==> config.mk <==
export PLATFORM = sky130hd
export DESIGN_NAME = multfu_buffered
export DESIGN_NICKNAME = d
export VERILOG_FILES = /design/src/rtl/multfu_buffered.sv
export SDC_FILE = /design/constraint.sdc
export NUM_CORES = 1
export LEC_CHECK = 0
export ABC_AREA = 1
export BUFFER_PORTS_ARGS = -buffer_cell sky130_fd_sc_hd__buf_2
export CAP_MARGIN = 20
export CORE_MARGIN = 3
export CORE_UTILIZATION = 56
export CTS_CLUSTER_SIZE = 8
export DETAILED_ROUTE_END_ITERATION = 16
export PLACE_DENSITY = 0.92
export SLEW_MARGIN = 20
export SYNTH_ARGS = -nofsm -noshare
export SYNTH_HDL_FRONTEND = slang
export SYNTH_SLANG_ARGS = --single-unit
export TNS_END_PERCENT = 100
==> constraint.sdc <==
create_clock -name clk -period 2.7 [get_ports clk]
set_input_delay 0.27 -clock clk [delete_from_list [all_inputs] [get_ports clk]]
set_output_delay 0.27 -clock clk [all_outputs]
set_load 0.02 [all_outputs]
==> src/rtl/multfu_buffered.sv <==
// Iterative shift-add multiplier feeding a small result queue that is drained by CDB and ROB grants.
// Optional macro MULTFU_SIGNED_EN enables the signed high/low result modes.
module multfu_buffered #(
    parameter int unsigned WIDTH  = 8,
    parameter int unsigned ROBW   = 4,
    parameter int unsigned QDEPTH = 2
) (
    input  logic                       clk,
    input  logic                       rst,
    input  logic                       input_transmit,
    input  logic [7:0]                 operand,
    input  logic [1:0][WIDTH-1:0]      depvals,
    input  logic [7:0]                 wbs,
    input  logic [7:0]                 flags,
    input  logic [ROBW-1:0]            robid,
    input  logic                       cdb_transmit,
    output logic                       cdb_transmit_out,
    output logic [ROBW-1:0]            cdb_id,
    output logic [WIDTH-1:0]           cdb_val,
    input  logic                       rob_transmit,
    output logic                       rob_transmit_out,
    output logic [ROBW-1:0]            robid_out,
    output logic [7:0]                 flags_out,
    output logic [7:0]                 wbs_out,
    output logic [WIDTH-1:0]           value_out,
    output logic                       busy
);

    localparam int unsigned PW = (QDEPTH > 1) ? $clog2(QDEPTH) : 1;
    localparam int unsigned CW = $clog2(WIDTH + 1);
    localparam int unsigned EW = ROBW + 16 + WIDTH;

    typedef enum logic [1:0] {IDLE, MUL, PUSH} state_t;

    state_t               state_q, state_d;
    logic                 accept, step_en, push_en, pop, empty, full;
    logic [WIDTH-1:0]     a_q;
    logic [2*WIDTH-1:0]   prod_q;
    logic [CW-1:0]        cnt_q;
    logic                 hi_sel_q;
    logic [7:0]           wbs_q, flags_q;
    logic [ROBW-1:0]      robid_q;
    logic [WIDTH:0]       sum_c;
    logic [WIDTH-1:0]     hi_c, result_c;

    logic [EW-1:0]        q_mem [QDEPTH];
    logic [EW-1:0]        head_c;
    logic [PW-1:0]        head_q, tail_q;
    logic [PW:0]          count_q;
    logic                 cdb_done_q, rob_done_q, cdb_fin, rob_fin;

    always_ff @(posedge clk) begin
        if (rst) state_q <= IDLE;
        else     state_q <= state_d;
    end

    always_comb begin
        state_d = state_q;
        case (state_q)
            IDLE:    if (input_transmit) state_d = MUL;
            MUL:     if (cnt_q == CW'(WIDTH - 1)) state_d = PUSH;
            PUSH:    if (!full || pop) state_d = IDLE;
            default: state_d = IDLE;
        endcase
    end

    always_comb begin
        busy    = 1'b0;
        accept  = 1'b0;
        step_en = 1'b0;
        push_en = 1'b0;
        case (state_q)
            IDLE: accept = input_transmit;
            MUL: begin
                busy    = 1'b1;
                step_en = 1'b1;
            end
            PUSH: begin
                busy    = 1'b1;
                push_en = !full || pop;
            end
            default: ;
        endcase
    end

    // One multiplier bit per step: add multiplicand to the upper half, then shift right.
    assign sum_c = {1'b0, prod_q[2*WIDTH-1:WIDTH]} + {1'b0, (prod_q[0] ? a_q : WIDTH'(0))};

    always_ff @(posedge clk) begin
        if (rst) begin
            a_q      <= '0;
            prod_q   <= '0;
            cnt_q    <= '0;
            hi_sel_q <= 1'b0;
            wbs_q    <= '0;
            flags_q  <= '0;
            robid_q  <= '0;
        end else if (accept) begin
            a_q      <= depvals[0];
            prod_q   <= {WIDTH'(0), depvals[1]};
            cnt_q    <= '0;
            hi_sel_q <= operand[0];
            wbs_q    <= wbs;
            flags_q  <= flags;
            robid_q  <= robid;
        end else if (step_en) begin
            prod_q <= {sum_c, prod_q[WIDTH-1:1]};
            cnt_q  <= cnt_q + CW'(1);
        end
    end

`ifdef MULTFU_SIGNED_EN
    logic [WIDTH-1:0] b_q;
    logic             sgn_q;
    logic             unused_op;
    assign unused_op = ^operand[7:2];

    always_ff @(posedge clk) begin
        if (rst) begin
            b_q   <= '0;
            sgn_q <= 1'b0;
        end else if (accept) begin
            b_q   <= depvals[1];
            sgn_q <= operand[1];
        end
    end

    // Two's-complement fix-up of the unsigned high half; the low half is sign-agnostic.
    always_comb begin
        hi_c = prod_q[2*WIDTH-1:WIDTH];
        if (sgn_q) begin
            if (a_q[WIDTH-1]) hi_c = hi_c - b_q;
            if (b_q[WIDTH-1]) hi_c = hi_c - a_q;
        end
    end
`else
    logic unused_op;
    assign unused_op = ^operand[7:1];
    assign hi_c      = prod_q[2*WIDTH-1:WIDTH];
`endif

    assign result_c = hi_sel_q ? hi_c : prod_q[WIDTH-1:0];

    assign empty            = (count_q == '0);
    assign full             = (count_q == (PW+1)'(QDEPTH));
    assign cdb_transmit_out = !empty && !cdb_done_q;
    assign rob_transmit_out = !empty && !rob_done_q;
    assign cdb_fin          = cdb_done_q || (cdb_transmit_out && cdb_transmit);
    assign rob_fin          = rob_done_q || (rob_transmit_out && rob_transmit);
    assign pop              = !empty && cdb_fin && rob_fin;

    assign head_c = empty ? '0 : q_mem[head_q];
    assign {robid_out, wbs_out, flags_out, value_out} = head_c;
    assign cdb_id  = robid_out;
    assign cdb_val = value_out;

    always_ff @(posedge clk) begin
        if (rst) begin
            head_q     <= '0;
            tail_q     <= '0;
            count_q    <= '0;
            cdb_done_q <= 1'b0;
            rob_done_q <= 1'b0;
            for (int unsigned i = 0; i < QDEPTH; i++) q_mem[i] <= '0;
        end else begin
            if (push_en) begin
                q_mem[tail_q] <= {robid_q, wbs_q, flags_q, result_c};
                tail_q        <= (tail_q == PW'(QDEPTH - 1)) ? '0 : tail_q + PW'(1);
            end
            if (pop) head_q <= (head_q == PW'(QDEPTH - 1)) ? '0 : head_q + PW'(1);
            case ({push_en, pop})
                2'b10:   count_q <= count_q + (PW+1)'(1);
                2'b01:   count_q <= count_q - (PW+1)'(1);
                default: ;
            endcase
            // Delivery marks track the head entry only and restart with each new head.
            if (pop) begin
                cdb_done_q <= 1'b0;
                rob_done_q <= 1'b0;
            end else begin
                if (cdb_transmit_out && cdb_transmit) cdb_done_q <= 1'b1;
                if (rob_transmit_out && rob_transmit) rob_done_q <= 1'b1;
            end
        end
    end

endmodule

==> metrics.md <==
| Metric | Value |
|---|---|
| Outcome | completed |
| Die area | roughly 0.011 sq mm |
| Sequential area share after synthesis | roughly 53% |
| Clock tree root buffer cell | clkbuf_8 |
| Clock sinks | 114 |
| Via count | 4,467 |
| Crit-path cells | inv_1, ha_1, nand2_1, buf_4, nand2_1, a21oi_1, o21ai_0, inv_1 |
| Placed cell count | 792 |
| Synthesized flop and latch total | roughly 110 |
| Number of global-route vias before repair | 4,437 |
| HPWL after DPL | 7.98 mm |
| DP Area | around 0.0058 sq mm |
| Slowest cell delay on critical path | 0.48 ns |
| Combinational share of power | 26.8% |
| VDD IR-drop max | 0.646 mV |
| Worst EP required | 3.15 ns |
| Worst hold start | depvals[6] |
| Max cap viols | 0 |
| Antenna-violating nets left | 0 |
| Slew margin rel. | 63.5% |
| Count of final setup violators | 0 |
| Final core utilization | ~69% |
| GRT Overall Usage | 23.9% |
| Synth async-reset ratio | 0% |
| Synth Flop Type | dfxtp_1 |
| R2R setup slack | about 0.37 ns |
| Remaining DRCs | 0 |
| Skew final | 0.0133 ns |
| Worst path top cell family by delay | buffers and inverters |
| EDFF count, synth | 56 |
| Area grow syn2layout | 19.2% |
| Total congestion overflow | 0 |
| DR pass1 iterations | 7 |
| Post-cts resize count | 0 |
| Unique cell type count in the Yosys netlist | 32 |
| Sequential Area | 0.00284 sq mm |
| Endpoint class of the critical path | flip-flop |
| Clk buf depth | 2 |
| Die span in y | between 100 and 150 um |
| Mean post-synth cell area | 8.74 sq um |
| Antenna violations before repair | 0 |
| Min Hold Slack | 0.0153 ns |
| Synthesized instance count | ~610 |
| Setup tns final | 0 ns |
| Largest net degree at the start of global routing | a little under 60 |
| GPL Wtd Cong | roughly 0.9 |
| Tightest Pin Transition | 0.548 ns |
| Switch Pwr | 0.00213 W |
| Syn_nets | 677 |
| Switching Fraction | between 30% and 40% |
| CP bufs+invs | 3 |
| Fin crit share | 86.2% |
| Worst Setup Start Kind | flip-flop |
| Final Hold Viols | 0 |
| Multi-input gate area | roughly 0.002 sq mm |
| Cts hold-fix bufs | 0 |
| Core Footprint | about 0.0093 sq mm |
| Placement row count | 35 |
| Die width | 104 um |
| Htree depth | 4 |
| Routed wire per std cell | between 15 and 20 um |
| I/O Pins | ~90 |
| Global-route wire length before repair | 20.8 mm |
| FILL cells | ~680 |
| R2R depth | 8 |
| Hold Path End | a_q[6]$_SDFFE_PP0P_ |
| Drt via density | 5.42 |
| Reg clk slew, reported paths | 0.06 ns |
| Diode count | 0 |
| Fin cells | 824 |
| Hold path cells | 3 |
| P_leak | 2.77 nW |
| Finished Cell Area | 0.00638 sq mm |
| Post-CTS Setup Inserts | 0 |
| Clock power frac | between 30% and 40% |
| CTS buffer count | 17 |
| TritonCTS clock tree | done |
| Internal power | 0.00409 W |
| Hold WC Path Type | input port to flip-flop |
| Type of the worst setup path | flip-flop to flip-flop |
| Flop pwr share | a little under two fifths |
| Reg2Reg Capture Point | prod_q[10]$_SDFFE_PP0P_ |
| YS warnings | 0 |
| Nets | 746 |
| Share of cells above drive strength 1 | 24.5% |
| Mapped Area | 0.00536 sq mm |
| Fmax | 429 MHz |
| Pwr/cell area | 975 mW/mm^2 |
| Max-slew violations | 0 |
| Slowest cell on the critical path | buf_4 |
| RSZ-0062 raised after global routing | no |
| # port buffers | 84 |
| Starting density of the core | 57.7% |
| Clock Latency Late Sink | 0.52 ns |
| Final wirelength | 12.6 mm |
| Worst EP arrival | about 2.8 ns |
| Max FO, Critical Path | a little under 60 |
| Worst reg2reg startpoint | state_q[0]$_SDFFE_PP0P_ |
| Initial DRC count | slightly above 300 |
| Tmin final | 2.33 ns |
[cells in the mapped netlist (all sizes together), types with 5 or more instances]
| master | number | share of area, % |
|---|---|---|
| nand2 | 123 | 8.8 |
| nor2 | 84 | 8.5 |
| a21oi | 71 | 6.7 |
| inv | 66 | 4.6 |
| dfxtp | 58 | 22 |
| edfxtp | 56 | 31 |
| o21ai | 44 | 4.1 |
| clkbuf | 23 | 1.6 |
| nand3 | 23 | 2.1 |
| buf | 22 | 3.2 |
| ha | 14 | 3.3 |
| a31oi | 8 | 0.93 |
| nand4 | 5 | 0.58 |
[state kept, by name, indices dropped and copies added (netlist names), named ones only]
| register | cells |
|---|---|
| flags_q | 8 |
| count_q | 2 |
| cdb_done_q | 1 |
| hi_sel_q | 1 |
| cnt_q | 4 |
| tail_q | 1 |
| a_q | 8 |
| robid_q | 4 |
| rob_done_q | 1 |
| state_q | 2 |
| head_q | 1 |
| q_mem | 56 |
| prod_q | 16 |
| wbs_q | 8 |
[final cells by class]
| type | count | share of cell area [%] |
|---|---|---|
| inverters | 67 | 3.94 |
| clock inverters | 14 | 2.94 |
| repair buffers | 95 | 8.08 |
| well taps | 129 | 2.53 |
| clock buffers | 18 | 6.55 |
| multi-input cells | 387 | 31.4 |
| flip-flops and latches | 114 | 44.5 |
[power by group through the flow]
stage	combinational [W]	sequential, W	clock [W]
after global placement	0.00153	0.00229	0
after detailed placement	0.00161	0.00231	0
final	0.00167	0.00228	0.00227
after floorplan	0.00126	0.00224	0
after global routing	0.00184	0.00231	0.00237
after CTS	0.00165	0.00228	0.00228
[stage by stage]
step	setup slack [ns]	power, W
2_1_floorplan	0.507	0.00351
3_3_place_gp	0.762	0.00382
3_5_place_dp	0.587	0.00391
4_1_cts	0.464	0.00621
5_1_grt	0.241	0.00652
6_report	0.371	0.00622
[tightest hold or removal path: stages]
cell and delay [ns]:
buf_2 0.07, o21ai_0 0.07, nor2_1 0.08
[per-layer routing]
metal	GRT usage [%]	wire length (um)	part of all wire [%]
met4	10.3	264	2.1
met2	41.4	6350	50
met3	5.36	970	7.7
met5	0	0	0
met1	28.8	5030	40
[logic make-up after synthesis]
group	Yosys count	share of synthesized area (%)
flip-flops	114	53.1
buffers and inverters	112	9.46
XOR/XNOR	4	0.654
multiplexers	2	0.374
adder cells (fa/ha/maj)	15	3.64
AND/OR/NAND/NOR	240	20.6
AO/OA/AOI/OAI	126	12.2
[layout by cell type (no fill, tap or decap), types with 8 or more instances in the layout]
cell type / Yosys / layout
edfxtp_1: 56 / 56
nor2_2: 30 / 30
a31oi_1: 8 / 8
nor2_4: 9 / 9
dfxtp_1: 58 / 58
inv_1: 65 / 65
o21ai_0: 44 / 44
a21oi_1: 70 / 70
nor2_1: 45 / 45
buf_2: 3 / 84
clkbuf_16: 0 / 16
nand3_1: 23 / 23
ha_1: 14 / 14
buf_4: 13 / 10
nand2_1: 119 / 119
[worst max-delay path by stage]
stage                                  to                    start  cells past startpoint  slack (ns)
4_1_cts           prod_q[10]$_SDFFE_PP0P_  state_q[0]$_SDFFE_PP0P_                      8        0.46
5_1_grt            prod_q[9]$_SDFFE_PP0P_  state_q[0]$_SDFFE_PP0P_                      8        0.24
2_1_floorplan   q_mem[1][0]$_SDFFCE_PN0P_  count_q[0]$_SDFFE_PP0P_                      8        0.51
3_3_place_gp   q_mem[0][10]$_SDFFCE_PN0P_  count_q[0]$_SDFFE_PP0P_                      9        0.76
6_report          prod_q[10]$_SDFFE_PP0P_  state_q[0]$_SDFFE_PP0P_                      8        0.37
3_5_place_dp      prod_q[10]$_SDFFE_PP0P_  state_q[0]$_SDFFE_PP0P_                      8        0.59
(Power assumes the default switching activity.)
